==> config.mk <==
export PLATFORM = sky130hd
export DESIGN_NAME = ps2_host_tx
export DESIGN_NICKNAME = d
export VERILOG_FILES = /design/src/rtl/ps2_pkg.sv /design/src/rtl/ps2_sync_edge.sv /design/src/rtl/ps2_host_tx.sv
export SDC_FILE = /design/constraint.sdc
export NUM_CORES = 1
export LEC_CHECK = 0
export ABC_AREA = 1
export ABC_CLOCK_PERIOD_IN_PS = 1700
export CELL_PAD_IN_SITES_DETAIL_PLACEMENT = 0
export CELL_PAD_IN_SITES_GLOBAL_PLACEMENT = 1
export CORE_MARGIN = 2
export CORE_UTILIZATION = 40
export CTS_CLUSTER_DIAMETER = 50
export DETAILED_ROUTE_END_ITERATION = 16
export HOLD_SLACK_MARGIN = 0.15
export PLACE_DENSITY = 0.89
export SKIP_LAST_GASP = 1
export SLEW_MARGIN = 15
export SYNTH_ARGS = -nofsm -noshare
export SYNTH_HDL_FRONTEND = slang
export SYNTH_HIERARCHICAL = 1
export SYNTH_SLANG_ARGS = --single-unit
==> constraint.sdc <==
create_clock -name sys_clk -period 1.7 [get_ports sys_clk]
set_clock_uncertainty 0.05 [all_clocks]
set_input_delay 0.34 -clock sys_clk [delete_from_list [all_inputs] [get_ports sys_clk]]
set_output_delay 0.34 -clock sys_clk [all_outputs]
set_load 0.005 [all_outputs]
==> src/rtl/ps2_pkg.sv <==
// Shared PS/2 definitions: transmitter state encoding, common command bytes
// and the odd-parity helper used by both the host transmitter and the receiver.
package ps2_pkg;

  typedef enum logic [2:0] {
    ST_IDLE,
    ST_INHIBIT,
    ST_RTS,
    ST_BITS,
    ST_ACK,
    ST_WAIT_IDLE
  } ps2_tx_state_t;

  localparam logic [7:0] CMD_SET_LEDS = 8'hED;
  localparam logic [7:0] CMD_ECHO     = 8'hEE;
  localparam logic [7:0] CMD_RESET    = 8'hFF;
  localparam logic [7:0] RSP_ACK      = 8'hFA;

  // PS/2 frames carry odd parity: the bit makes the total count of ones odd.
  function automatic logic odd_parity(input logic [7:0] b);
    return ~^b;
  endfunction

endpackage

==> src/rtl/ps2_sync_edge.sv <==
// Two-flop synchronizer for a raw PS/2 line with a falling-edge pulse.
// Flops reset high, which is the idle level of both lines, so no false edge follows reset.
module ps2_sync_edge (
  input  logic clk,
  input  logic srst,
  input  logic raw,
  output logic level,
  output logic fall
);

  logic meta_reg;
  logic sync_reg;
  logic prev_reg;

  always_ff @(posedge clk) begin
    if (srst) begin
      meta_reg <= 1'b1;
      sync_reg <= 1'b1;
      prev_reg <= 1'b1;
    end else begin
      meta_reg <= raw;
      sync_reg <= meta_reg;
      prev_reg <= sync_reg;
    end
  end

  assign level = sync_reg;
  assign fall  = prev_reg & ~sync_reg;

endmodule

==> src/rtl/ps2_host_tx.sv <==
// PS/2 host-to-device transmitter: clock inhibit, request-to-send, device-clocked
// bit slots, acknowledge check and an overall transfer timeout.
module ps2_host_tx
  import ps2_pkg::*;
#(
  parameter int INHIBIT_CYCLES = 5000,
  parameter int TIMEOUT_CYCLES = 750000
) (
  input  logic       sys_clk,
  input  logic       rst,
  input  logic       keyboard_clk,
  input  logic       data,
  output logic       keyboard_clk_oe,
  output logic       data_oe,
  input  logic [7:0] tx_data,
  input  logic       tx_valid,
  output logic       tx_ready,
  output logic       done,
  output logic       ack_ok,
  output logic       timeout
);

  localparam int MAX_CYCLES = (INHIBIT_CYCLES > TIMEOUT_CYCLES) ? INHIBIT_CYCLES : TIMEOUT_CYCLES;
  localparam int CNT_W      = (MAX_CYCLES > 1) ? $clog2(MAX_CYCLES) : 1;
  localparam logic [CNT_W-1:0] INHIBIT_LAST = CNT_W'(INHIBIT_CYCLES - 1);
  localparam logic [CNT_W-1:0] TIMEOUT_LAST = CNT_W'(TIMEOUT_CYCLES - 1);

  logic clk_level;
  logic clk_fall;
  logic data_level;
  logic data_fall_unused;

  ps2_sync_edge u_clk_sync (
    .clk   (sys_clk),
    .srst  (rst),
    .raw   (keyboard_clk),
    .level (clk_level),
    .fall  (clk_fall)
  );

  ps2_sync_edge u_data_sync (
    .clk   (sys_clk),
    .srst  (rst),
    .raw   (data),
    .level (data_level),
    .fall  (data_fall_unused)
  );

  ps2_tx_state_t    state_reg, state_next;
  logic [CNT_W-1:0] cnt_reg, cnt_next;
  logic [9:0]       shift_reg, shift_next;
  logic [3:0]       idx_reg, idx_next;
  logic             clk_oe_reg, clk_oe_next;
  logic             data_oe_reg, data_oe_next;
  logic             done_reg, done_next;
  logic             timeout_reg, timeout_next;
  logic             ack_ok_reg, ack_ok_next;

  always_ff @(posedge sys_clk) begin
    if (rst) begin
      state_reg   <= ST_IDLE;
      cnt_reg     <= '0;
      shift_reg   <= '0;
      idx_reg     <= '0;
      clk_oe_reg  <= 1'b0;
      data_oe_reg <= 1'b0;
      done_reg    <= 1'b0;
      timeout_reg <= 1'b0;
      ack_ok_reg  <= 1'b0;
    end else begin
      state_reg   <= state_next;
      cnt_reg     <= cnt_next;
      shift_reg   <= shift_next;
      idx_reg     <= idx_next;
      clk_oe_reg  <= clk_oe_next;
      data_oe_reg <= data_oe_next;
      done_reg    <= done_next;
      timeout_reg <= timeout_next;
      ack_ok_reg  <= ack_ok_next;
    end
  end

  // The completion pulse is issued from IDLE, so hold off new requests for that cycle.
  assign tx_ready = (state_reg == ST_IDLE) && !done_reg && !timeout_reg;

  always_comb begin
    state_next   = state_reg;
    cnt_next     = cnt_reg;
    shift_next   = shift_reg;
    idx_next     = idx_reg;
    clk_oe_next  = 1'b0;
    data_oe_next = data_oe_reg;
    done_next    = 1'b0;
    timeout_next = 1'b0;
    ack_ok_next  = ack_ok_reg;

    case (state_reg)
      ST_IDLE: begin
        data_oe_next = 1'b0;
        if (tx_valid && tx_ready) begin
          shift_next  = {1'b1, odd_parity(tx_data), tx_data};
          cnt_next    = '0;
          idx_next    = '0;
          ack_ok_next = 1'b0;
          clk_oe_next = 1'b1;
          state_next  = ST_INHIBIT;
        end
      end
      ST_INHIBIT: begin
        data_oe_next = 1'b0;
        if (cnt_reg == INHIBIT_LAST) begin
          cnt_next     = '0;
          data_oe_next = 1'b1;
          state_next   = ST_RTS;
        end else begin
          cnt_next    = cnt_reg + CNT_W'(1);
          clk_oe_next = 1'b1;
        end
      end
      ST_RTS: begin
        cnt_next = cnt_reg + CNT_W'(1);
        // The fall that answers request-to-send is device clock 1 and already clocks out d0.
        if (clk_fall) begin
          data_oe_next = ~shift_reg[0];
          shift_next   = {1'b0, shift_reg[9:1]};
          idx_next     = 4'd1;
          state_next   = ST_BITS;
        end
      end
      ST_BITS: begin
        cnt_next = cnt_reg + CNT_W'(1);
        if (clk_fall) begin
          data_oe_next = ~shift_reg[0];
          shift_next   = {1'b0, shift_reg[9:1]};
          idx_next     = idx_reg + 4'd1;
          if (idx_reg == 4'd9) begin
            state_next = ST_ACK;
          end
        end
      end
      ST_ACK: begin
        cnt_next     = cnt_reg + CNT_W'(1);
        data_oe_next = 1'b0;
        if (clk_fall) begin
          ack_ok_next = ~data_level;
          state_next  = ST_WAIT_IDLE;
        end
      end
      ST_WAIT_IDLE: begin
        cnt_next     = cnt_reg + CNT_W'(1);
        data_oe_next = 1'b0;
        if (clk_level && data_level) begin
          done_next  = 1'b1;
          state_next = ST_IDLE;
        end
      end
      default: begin
        data_oe_next = 1'b0;
        state_next   = ST_IDLE;
      end
    endcase

    if ((state_reg == ST_RTS || state_reg == ST_BITS || state_reg == ST_ACK ||
         state_reg == ST_WAIT_IDLE) && cnt_reg == TIMEOUT_LAST) begin
      clk_oe_next  = 1'b0;
      data_oe_next = 1'b0;
      done_next    = 1'b0;
      timeout_next = 1'b1;
      state_next   = ST_IDLE;
    end
  end

  assign keyboard_clk_oe = clk_oe_reg;
  assign data_oe         = data_oe_reg;
  assign done            = done_reg;
  assign timeout         = timeout_reg;
  assign ack_ok          = ack_ok_reg;

endmodule
==> qor.tcl <==
set qor(status) {finished clean}
set qor(synthesis.area_per_instance_um2) 6.321
set qor(postCtsSetupRepairBufs) 0
set qor(max-slew-margin-rel) 0.8031
set qor(drt_initial_violations) 110
set qor(area_of_the_mapped_netlist_um2) 2560
set qor(grt_first_pass_wirelength_um) 9887
set qor(reg2reg_depth) 11
set qor(drt_pass1_iterations) 4
set qor(holdCritPathClass) {flip-flop to flip-flop}
set qor(cp.arrival_ps) 1220
set qor(design.die.area_um2) 7056
set qor(routed_wl_um) 5834
set qor(hold_viol_final) 0
set qor(routed-via-count) 2505
set qor(track_usage) 0.1706
set qor(finalWorstPathRequiredPeriod_ps) 1605
set qor(hold_path_depth) 2
set qor(die_w_um) 84
set qor(timing_max_transition_violations_final) 0
set qor(worst_setup_path_start_kind) {flip-flop}
set qor(rsz0062_at_grt) {true}
set qor(startpoint_of_the_worst_register_to_register_path) {cnt_reg[0]}
set qor(power.share.switching) 0.4099
set qor(placement_rows) 29
set qor(total_leakage_power_nw) 1.483
set qor(boundaryPins) 19
set qor(cts_tree) {done}
set qor(postSynthNetCount) 421
set qor(cellPowerDensity_nw_per_um2) 1297
set qor(area_growth_pct) 25.90
set qor(synth-warning-count) 6
set qor(overflow) 0
set qor(cts-root-to-sink-buffers) 2
set qor(clkTransAtPathRegs_ps) 100
set qor(largest_register_ff_count) 20
set qor(worst_ep_required_time_ps) 1310
set qor(grt_pass1_vias) 2291
set qor(power_report.internal_total_mw) 2.467
set qor(clock_power_share) 0.174
set qor(finalSetupViolCount) 0
set qor(routabilityCongestion) 0.8593
set qor(clock_insertion_delay_worst_skew_ps) 310
set qor(drive_above_1_share) 0.1678
set qor(placed_cells) 528
set qor(largest_vdd_supply_drop_uv) 863.8
set qor(type_of_the_worst_setup_path) {flip-flop to output pin}
set qor(detail-route-antenna-nets) 0
set qor(cts_sinks) 47
set qor(timing.final.crit_share) 0.9441
set qor(post_drt_wl_per_cell_um) 10.88
set qor(sequentialPowerShare) 0.341
set qor(cp-end-kind) {output pin}
set qor(crit_path_start) {state_reg[1]}
set qor(ctsHtreeMaxLevel) 2
set qor(synth_cells) 405
set qor(chipHeight_um) 84
set qor(place_hpwl_um) 4522
set qor(net-switching-power_mw) 1.713
set qor(fin_hold_ws_ps) 361.6
set qor(layout.nets) 474
set qor(cts_buffers) 5
set qor(vias_per_cell) 4.674
set qor(combPwrFrac) 0.485
set qor(fmaxAchievable_mhz) 623.0
set qor(num_antenna_cells) 0
set qor(antenna_found_initial) 0
set qor(initial_utilization) 0.4078
set qor(tns_ps) 0
set qor(clock-root-buffer) {clkbuf_8}
set qor(drv.max_cap_violation_count) 0
set qor(critical_path.max_fanout) 4
set qor(drc_errors) 0
set qor(stdcell_count) 536
set qor(port_buffers) 18
set qor(number_of_filler_cells_placed_in_the_layout) 666
set qor(grt_start_max_net_pins) 18
set qor(coreArea_um2) 6277
set qor(hp-start) {u_clk_sync/meta_reg}
set qor(worst_pin_slew_ps) 293.1
## timing repair
| item | 4_1_cts | 5_1_grt |
|---|---|---|
| resized for setup | 4 | 18 |
| endpoints found under the hold margin | 0 | 0 |
| pin swaps | 0 | 1 |
| setup endpoints to repair | 1 | 27 |
| hold buffers | 0 | 0 |
## placed cells by master, fill, tap and decap left out, types with 7 or more instances in the layout
master	count
a21oi_1	20
buf_4	34
clkdlybuf4s50_1	17
dfxtp_1	43
inv_1	57
nand2_1	124
nand3_1	17
nand4_1	7
nor2_1	52
nor2_2	7
nor3_1	9
o21ai_0	19
## routing by layer
metal / GRT usage / part of all wire / vias up
met4: 0.05718 / 0.0072 / 0
li1: - / - / 1356
met2: 0.2807 / 0.45 / 34
met5: 0 / 0 / -
met1: 0.2259 / 0.51 / 1113
met3: 0.02967 / 0.029 / 2
## power by group through the flow
stage	sequential, mW	combinational (mW)	clock [mW]
CTS	1.42	1.93	0.751
global route	1.44	2.28	0.791
finish	1.42	2.03	0.729
floorplan	1.43	1.17	0
global placement	1.43	1.90	0
detailed placement	1.43	1.94	0
## stage by stage
stage               worst slack (ps)  area, um2    util  total power [mW]
floorplan                      207.6       2560       -             2.603
global placement              -174.9       3068  0.4887             3.330
detailed placement            -227.8       3068  0.4887             3.369
CTS                           -2.468       3166  0.5043             4.099
global route                  -64.74       3223  0.5135             4.511
finish                         94.99       3223  0.5135             4.180
## critical path, cell delays in order, from the launching register on
cell and delay, ps:
dfxtp_2 360, nor2_4 120, nand2_1 90, nor2_2 90, dlygate4sd2_1 240
## worst paths after layout
path | slack, ps | end
worst min register to register | 360 | u_clk_sync/level
worst max-delay path | 90 | tx_ready
worst max register to register | 110 | state_reg[1]
worst min-delay path | 360 | u_clk_sync/level
## cell type report
| cell class | count | area [um2] | share of cell area |
|---|---|---|---|
| timing repair buffer | 53 | 454.2 | 0.1409 |
| inverter | 62 | 232.7 | 0.07220 |
| clock inverter | 3 | 26.28 | 0.008152 |
| multi-input combinational | 289 | 1399 | 0.4340 |
| clock buffer | 5 | 68.82 | 0.02135 |
| sequential | 47 | 945.9 | 0.2935 |
| tap | 77 | 96.34 | 0.02989 |
(Power assumes the default switching activity.)
